<file path="src/rtl/pr2_pkg.sv">
// Shared PR2 (ID/EX) layout: field positions, opcode match constants and ctrl bit indices.
// Every PR2 reader and writer imports this so the layout lives in one place.
package pr2_pkg;

    localparam int PR_WIDTH   = 500;

    localparam int INSTR_LSB  = 0;
    localparam int INSTR_MSB  = 31;
    localparam int PC_LSB     = 32;
    localparam int PC_MSB     = 95;
    localparam int RD1_LSB    = 96;
    localparam int RD1_MSB    = 159;
    localparam int RD2_LSB    = 160;
    localparam int RD2_MSB    = 223;
    localparam int RD_LSB     = 224;
    localparam int RD_MSB     = 228;
    localparam int RSV0_LSB   = 229;
    localparam int RSV0_MSB   = 231;
    localparam int IMM_LSB    = 232;
    localparam int IMM_MSB    = 295;
    localparam int CTRL_LSB   = 296;
    localparam int CTRL_MSB   = 305;
    localparam int VALID_BIT  = 306;
    localparam int RSV1_LSB   = 307;

    localparam logic [5:0]  OP_B    = 6'b000101;
    localparam logic [6:0]  OP_CB   = 7'b1011010;
    localparam logic [10:0] OP_LDUR = 11'b11111000010;
    localparam logic [10:0] OP_STUR = 11'b11111000000;
    localparam logic [9:0]  OP_ADDI = 10'b1001000100;
    localparam logic [9:0]  OP_SUBI = 10'b1101000100;

    localparam int CTRL_W         = 10;
    localparam int CTRL_REGWRITE  = 0;
    localparam int CTRL_MEMTOREG  = 1;
    localparam int CTRL_MEMWRITE  = 2;
    localparam int CTRL_MEMREAD   = 3;
    localparam int CTRL_UNCOND    = 4;
    localparam int CTRL_BRANCH    = 5;
    localparam int CTRL_ALUSRC    = 6;
    localparam int CTRL_ALUOP_LSB = 7;
    localparam int CTRL_ALUOP_MSB = 8;
    localparam int CTRL_REG2LOC   = 9;

    // EX-stage branch target: the stored immediate is a word offset.
    function automatic logic [63:0] branch_target(input logic [63:0] pc, input logic [63:0] imm);
        return pc + {imm[61:0], 2'b00};
    endfunction

endpackage

</file>
<file path="src/rtl/imm_sign_extend.sv">
// Combinational immediate extraction for the decode stage: picks and extends the
// immediate field by instruction format; result is an unshifted word/byte offset.
module imm_sign_extend (
    input  logic [31:0] instr,
    output logic [63:0] imm
);
    import pr2_pkg::*;

    logic signed [25:0] b_off;
    logic signed [18:0] cb_off;
    logic signed [8:0]  d_off;
    logic        [11:0] i_imm;

    assign b_off  = instr[25:0];
    assign cb_off = instr[23:5];
    assign d_off  = instr[20:12];
    assign i_imm  = instr[21:10];

    // Arithmetic immediates are unsigned; all address offsets are two's complement.
    always_comb begin
        imm = 64'h0;
        if (instr[31:26] == OP_B)
            imm = 64'(b_off);
        else if (instr[31:25] == OP_CB)
            imm = 64'(cb_off);
        else if (instr[31:21] == OP_LDUR || instr[31:21] == OP_STUR)
            imm = 64'(d_off);
        else if (instr[31:22] == OP_ADDI || instr[31:22] == OP_SUBI)
            imm = {52'h0, i_imm};
    end

endmodule

</file>
<file path="src/rtl/id_ex_pipeline_writer.sv">
// Writer side of the ID/EX (PR2) register: packs decode fields, then registers them
// with flush > stall > load priority and counts every bubble it inserts.
module id_ex_pipeline_writer #(
    parameter int PR_WIDTH  = 500,
    parameter int CNT_WIDTH = 16
) (
    input  logic                 clk,
    input  logic                 rst_n,
    input  logic                 in_valid,
    input  logic [31:0]          instr,
    input  logic [63:0]          pc,
    input  logic [63:0]          rd1,
    input  logic [63:0]          rd2,
    input  logic [9:0]           ctrl,
    input  logic                 stall,
    input  logic                 flush,
    output logic [PR_WIDTH-1:0]  PR2,
    output logic [CNT_WIDTH-1:0] bubble_cnt
);
    import pr2_pkg::*;

    logic [63:0]          imm_p0;
    logic [PR_WIDTH-1:0]  pr2_p0;
    logic [PR_WIDTH-1:0]  pr2_p1;
    logic [CNT_WIDTH-1:0] bubble_cnt_q;

    imm_sign_extend u_imm_sign_extend (
        .instr (instr),
        .imm   (imm_p0)
    );

    // Stage p0: combinational pack; reserved ranges stay at the zero default.
    always_comb begin
        pr2_p0                      = '0;
        pr2_p0[INSTR_MSB:INSTR_LSB] = instr;
        pr2_p0[PC_MSB:PC_LSB]       = pc;
        pr2_p0[RD1_MSB:RD1_LSB]     = rd1;
        pr2_p0[RD2_MSB:RD2_LSB]     = rd2;
        pr2_p0[RD_MSB:RD_LSB]       = instr[4:0];
        pr2_p0[IMM_MSB:IMM_LSB]     = imm_p0;
        pr2_p0[CTRL_MSB:CTRL_LSB]   = ctrl;
        pr2_p0[VALID_BIT]           = 1'b1;
    end

    // Stage p1: the PR2 register. Flush beats stall so a flushed slot never keeps stale data.
    always_ff @(posedge clk or negedge rst_n) begin
        if (!rst_n) begin
            pr2_p1       <= '0;
            bubble_cnt_q <= '0;
        end else if (flush) begin
            pr2_p1       <= '0;
            bubble_cnt_q <= bubble_cnt_q + CNT_WIDTH'(1);
        end else if (stall) begin
            pr2_p1       <= pr2_p1;
            bubble_cnt_q <= bubble_cnt_q;
        end else if (in_valid) begin
            pr2_p1       <= pr2_p0;
        end else begin
            pr2_p1       <= '0;
            bubble_cnt_q <= bubble_cnt_q + CNT_WIDTH'(1);
        end
    end

    assign PR2        = pr2_p1;
    assign bubble_cnt = bubble_cnt_q;

endmodule

</file>
<file path="config.mk">
export PLATFORM = sky130hd
export DESIGN_NAME = id_ex_pipeline_writer
export DESIGN_NICKNAME = d
export VERILOG_FILES = /design/src/rtl/pr2_pkg.sv /design/src/rtl/imm_sign_extend.sv /design/src/rtl/id_ex_pipeline_writer.sv
export SDC_FILE = /design/constraint.sdc
export NUM_CORES = 1
export LEC_CHECK = 0
export BUFFER_PORTS_ARGS = -buffer_cell sky130_fd_sc_hd__buf_2
export CAP_MARGIN = 20
export CORE_AREA = 5 5 292 294
export CTS_BUF_LIST = sky130_fd_sc_hd__clkbuf_4 sky130_fd_sc_hd__clkbuf_8 sky130_fd_sc_hd__clkbuf_16
export CTS_CLUSTER_DIAMETER = 50
export DETAILED_ROUTE_END_ITERATION = 7
export DIE_AREA = 0 0 297 299
export GPL_ROUTABILITY_DRIVEN = 0
export HOLD_SLACK_MARGIN = 0.1
export PLACE_DENSITY_LB_ADDON = 0.3
export SETUP_SLACK_MARGIN = 0.3
export SLEW_MARGIN = 20
export SYNTH_ARGS = -nofsm -noshare
export SYNTH_HDL_FRONTEND = slang
export SYNTH_SLANG_ARGS = --single-unit
export TNS_END_PERCENT = 1
</file>
<file path="constraint.sdc">
create_clock -name clk -period 1.51 [get_ports clk]
set_clock_uncertainty 0.1 [all_clocks]
set_input_delay 0.2265 -clock clk [delete_from_list [all_inputs] [get_ports clk]]
set_output_delay 0.2265 -clock clk [all_outputs]
set_load 0.02 [all_outputs]
</file>
==> summary by stage <==
Run
Max-cap violations in this run came to 0.

Global route
The remaining global-route overflow is 0. The number of global-route vias before repair is 11800. The first global-routing pass estimated 73.8 mm of wire. Entering global routing, the biggest net connects 62 pins. The initial antenna violation count is 4. The all-layer global routing usage is 10.4%.

Finish
The area added between synthesis and finish is 78.1%. Cells fill 26.5% of the core in the end. The post-layout net count is 2044.

The fraction of final layout cells with drive strength greater than 1 is 42.2%. The number of antenna diodes in the final layout is 0.

Die
The vertical die dimension is 299 µm. The die footprint is 88800 µm². The die is 297 µm wide. The placeable core region is 82600 µm². The standard-cell row count is 106. For this design the top-level I/O count stands at 755. For this configuration, the core starts out at a cell density of 14.9%.

Timing
Once routing completed, OpenROAD measured the worst setup slack at -0.192 ns. The final critical path time including I/O delays and setup is 1.70 ns. Setup repair after global routing could not meet its margin everywhere.

The final max-slew violation count is 0. Of the available clock period, the critical path in the final layout requires 113%. The final setup violation count is 41.

The final count of hold timing violations is 0. Based on the critical path, the design can be clocked at up to 0.588 GHz. On the final layout, the worst hold slack is 0.0279 ns.

Clocking
The clock sink total is 277. At the later pin of the worst-skew pair, clock insertion delay measures 0.55 ns. In this run the deepest clock path goes through 3 buffers. The CTS clock-pin slew for the worst setup and hold paths is 0.06 ns. The root buffer cell is sky130_fd_sc_hd__clkbuf_16. The H-tree generated during clock tree synthesis spans 2 levels. TritonCTS built the clock tree.

The total CTS buffers is 45. The number of hold-repair buffers added at the cts stage is 236.

Setup path
At the worst endpoint, the arrival time is 1.38 ns. The largest single stage delay on the critical path is 0.50 ns. The highest net fanout along the worst path is 10. The worst-path cell with the longest stage delay is sky130_fd_sc_hd__dfrtp_4. The sort of element at the end of the critical path is an output pin. The startpoint kind of the worst setup timing path is a register.

By startpoint and endpoint, the worst setup path is classified as reg -> out. The signal on the critical path passes through buf_6 -> buf_2. Together, buffers and inverters on the worst path number 2. The required time reported for the critical path endpoint is 1.18 ns. The number of cells on the worst reg-to-reg path is 4. The number of logic stages on the critical path including buffering is 2. The cell type group with the largest total delay on the critical path is flip-flops.

Power and ir drop
Dividing total power by cell area gives a power density of 1050 nW/µm². Net switching is 27.2% of the power. For this design the total switching power over the nets is 6240 µW. The sequential cell fraction of total power is 35.5%. The cell internal power dissipation is 16700 µW. The leakage power figure is 0.0108 µW. IR analysis of the VDD net gives a maximum drop of 0.594 mV. The clock share of power is 48.0%. The combinational fraction of design power is 16.5%.

Detailed routing
The total wire length is 49.3 mm. The post-detailed-route via-to-cell ratio is 3.67. In the final routed layout, each cell accounts on average for 16.9 µm. After detailed routing, the number of remaining DRC violations is 0. The first-pass iteration count of the detailed router is 5.

The number of nets with antenna violations after detailed routing is 0. The routed layout has 10700 vias. After the first detailed-routing iteration, the DRC count stood at 498.

Run status
The checks that failed: negative setup slack. The flow ran to the end, but the final reports show violations.

Placed design
The number of port buffers is 558. The placed wire-length estimate after detailed placement is 34.9 mm.

Synthesis
Synthesis inferred 277 register bits. For this run, the register share of the synthesized area comes to 56.3%. After synthesis the cells add up to 12300 µm². The synthesized instance count is 983.

By area the synthesized netlist is led by sky130_fd_sc_hd__dfrtp_1 (56%), sky130_fd_sc_hd__a22o_1 (17%), sky130_fd_sc_hd__buf_4 (15%). The count of cell types in the netlist is 41. The area share of the leading cell type in the synthesized netlist is 56.3%. Each instance of the synthesized netlist takes up on average 12.5 µm². The synthesized design spends more area on one cell type than any other, namely sky130_fd_sc_hd__dfrtp_1. The number of warnings reported in the yosys synthesis log is 0.

Hold path
The worst hold path belongs to the class in -> async.
logic make-up (layout without fill, tap and decap cells):
| group | Yosys count | after routing | share of synthesized area [%] |
|---|---|---|---|
| other cells | 1 | 196 | 0.0305 |
| fa+ha+maj | 1 | 1 | 0.102 |
| compound gates | 303 | 303 | 21.1 |
| flops | 277 | 277 | 56.3 |
| simple gates | 80 | 80 | 3.76 |
| mux | 1 | 1 | 0.0915 |
| buf+inv | 305 | 967 | 17.5 |
| xor+xnor | 15 | 15 | 1.07 |
worst register-to-register path, cell delays in order, from the launching register on:
cell and delay, ns:
sky130_fd_sc_hd__dfrtp_2 0.41, sky130_fd_sc_hd__and3_4 0.22, sky130_fd_sc_hd__nand3_4 0.19, sky130_fd_sc_hd__nor4_4 0.27, sky130_fd_sc_hd__xor2_1 0.17
stage by stage:
step | instance area (µm²) | setup TNS [ns] | total power, µW | instances | setup slack (ns)
floorplan | 13100 | 0 | 10100 | 1178 | 0.136
global placement | 16000 | -5.56 | 11000 | 2598 | -0.146
detailed placement | 16000 | -7.37 | 11100 | 2598 | -0.219
CTS | 21900 | -9.63 | 23300 | 2920 | -0.236
global route | 21900 | -10.77 | 24000 | 2920 | -0.264
finish | 21900 | -7.43 | 23000 | 2920 | -0.192
registers in the layout, summed over array words and instances (netlist names):
signal and flops:
bubble_cnt 16, PR2 261
per-layer routing:
metal | share of wire (%) | wire, µm | global-route usage [%]
met3 | 7.7 | 3800 | 3.05
met1 | 39 | 19500 | 12.4
met2 | 49 | 24200 | 17.7
met5 | 0.055 | 27 | 0
met4 | 3.7 | 1820 | 4.17
timing repair:
action	CTS	global route
endpoints found under the setup margin	330	337
resized for setup	582	16
endpoints found under the hold margin	537	15
pin swaps	15	11
setup buffers	3	0
cell usage after synthesis:
library cell,instances
sky130_fd_sc_hd__and2_1,1
sky130_fd_sc_hd__nor4bb_4,1
sky130_fd_sc_hd__and3b_1,2
sky130_fd_sc_hd__a21o_1,1
sky130_fd_sc_hd__inv_1,1
sky130_fd_sc_hd__a22oi_1,4
sky130_fd_sc_hd__a2bb2oi_1,12
sky130_fd_sc_hd__buf_1,3
sky130_fd_sc_hd__nor3_1,3
sky130_fd_sc_hd__xnor2_1,5
sky130_fd_sc_hd__nor4_1,5
sky130_fd_sc_hd__nor3b_1,1
sky130_fd_sc_hd__o21bai_2,1
sky130_fd_sc_hd__o21ai_0,8
sky130_fd_sc_hd__conb_1,1
sky130_fd_sc_hd__nand2_1,35
sky130_fd_sc_hd__buf_6,3
sky130_fd_sc_hd__nor2b_1,1
sky130_fd_sc_hd__a22o_1,235
sky130_fd_sc_hd__nor4_4,1
sky130_fd_sc_hd__and3_1,3
sky130_fd_sc_hd__dfrtp_1,277
sky130_fd_sc_hd__buf_2,35
sky130_fd_sc_hd__nor2_1,7
sky130_fd_sc_hd__nor4b_1,2
sky130_fd_sc_hd__a21oi_4,1
sky130_fd_sc_hd__xor2_1,10
sky130_fd_sc_hd__a21oi_1,14
sky130_fd_sc_hd__and4b_1,1
sky130_fd_sc_hd__a221o_1,21
sky130_fd_sc_hd__ha_1,1
sky130_fd_sc_hd__o31ai_1,4
sky130_fd_sc_hd__clkbuf_1,11
sky130_fd_sc_hd__nand4_4,1
sky130_fd_sc_hd__nand4_1,11
sky130_fd_sc_hd__o2bb2ai_1,1
sky130_fd_sc_hd__nand3_1,4
sky130_fd_sc_hd__nor3b_4,1
sky130_fd_sc_hd__buf_4,252
sky130_fd_sc_hd__mux2_2,1
sky130_fd_sc_hd__a31oi_1,1
path summary, 6_finish.rpt:
kind                            slack, ns           start              to
worst min register to register       0.39  bubble_cnt[15]  bubble_cnt[15]
min in group clk                     0.16        in_valid   bubble_cnt[0]
max in group asynchronous            0.50           rst_n        PR2[234]
worst max-delay path                -0.19        PR2[295]        PR2[276]
worst max register to register       0.09   bubble_cnt[3]  bubble_cnt[12]
worst min-delay path                 0.03           rst_n        PR2[161]
cell type report:
| class | instances | area, µm² |
|---|---|---|
| inverter | 1 | 3.75 |
| sequential | 277 | 6960 |
| fill | 8505 | 60700 |
| timing repair buffer | 883 | 7860 |
| clock inverter | 25 | 367 |
| tap | 1080 | 1350 |
| clock buffer | 58 | 1240 |
| multi-input combinational | 596 | 4130 |
power by group through the flow:
stage                     logic, µW  registers (µW)  clock network, µW
after floorplan                1490            8580                  0
after global placement         2830            8200                  0
after detailed placement       2860            8200                  0
after CTS                      3780            8160              11400
after global routing           4040            8210              11700
final                          3780            8170              11000
cell usage in the layout, fill, tap and decap left out, drive strengths merged:
cell type | netlist | final
clkinvlp | 0 | 6
dlygate4sd3 | 0 | 235
and2 | 1 | 1
nor3b | 2 | 2
and3 | 3 | 3
xor2 | 10 | 10
and4b | 1 | 1
dlymetal6s4s | 0 | 1
nand4 | 12 | 12
o21bai | 1 | 1
xnor2 | 5 | 5
nor2b | 1 | 1
a31oi | 1 | 1
o31ai | 4 | 4
clkbuf | 11 | 58
nand2 | 35 | 35
nor4bb | 1 | 1
dfrtp | 277 | 277
a221o | 21 | 21
o21ai | 8 | 8
ha | 1 | 1
nor3 | 3 | 3
mux2 | 1 | 1
bufinv | 0 | 8
and3b | 2 | 2
a22oi | 4 | 4
nor4 | 6 | 6
a21o | 1 | 1
a2bb2oi | 12 | 12
a21oi | 15 | 15
nand3 | 4 | 4
nor2 | 7 | 7
o2bb2ai | 1 | 1
inv | 1 | 5
buf | 293 | 647
nor4b | 2 | 2
clkinv | 0 | 7
a22o | 235 | 235
conb | 1 | 196
Note: power is estimated with default switching activity, not from simulation.
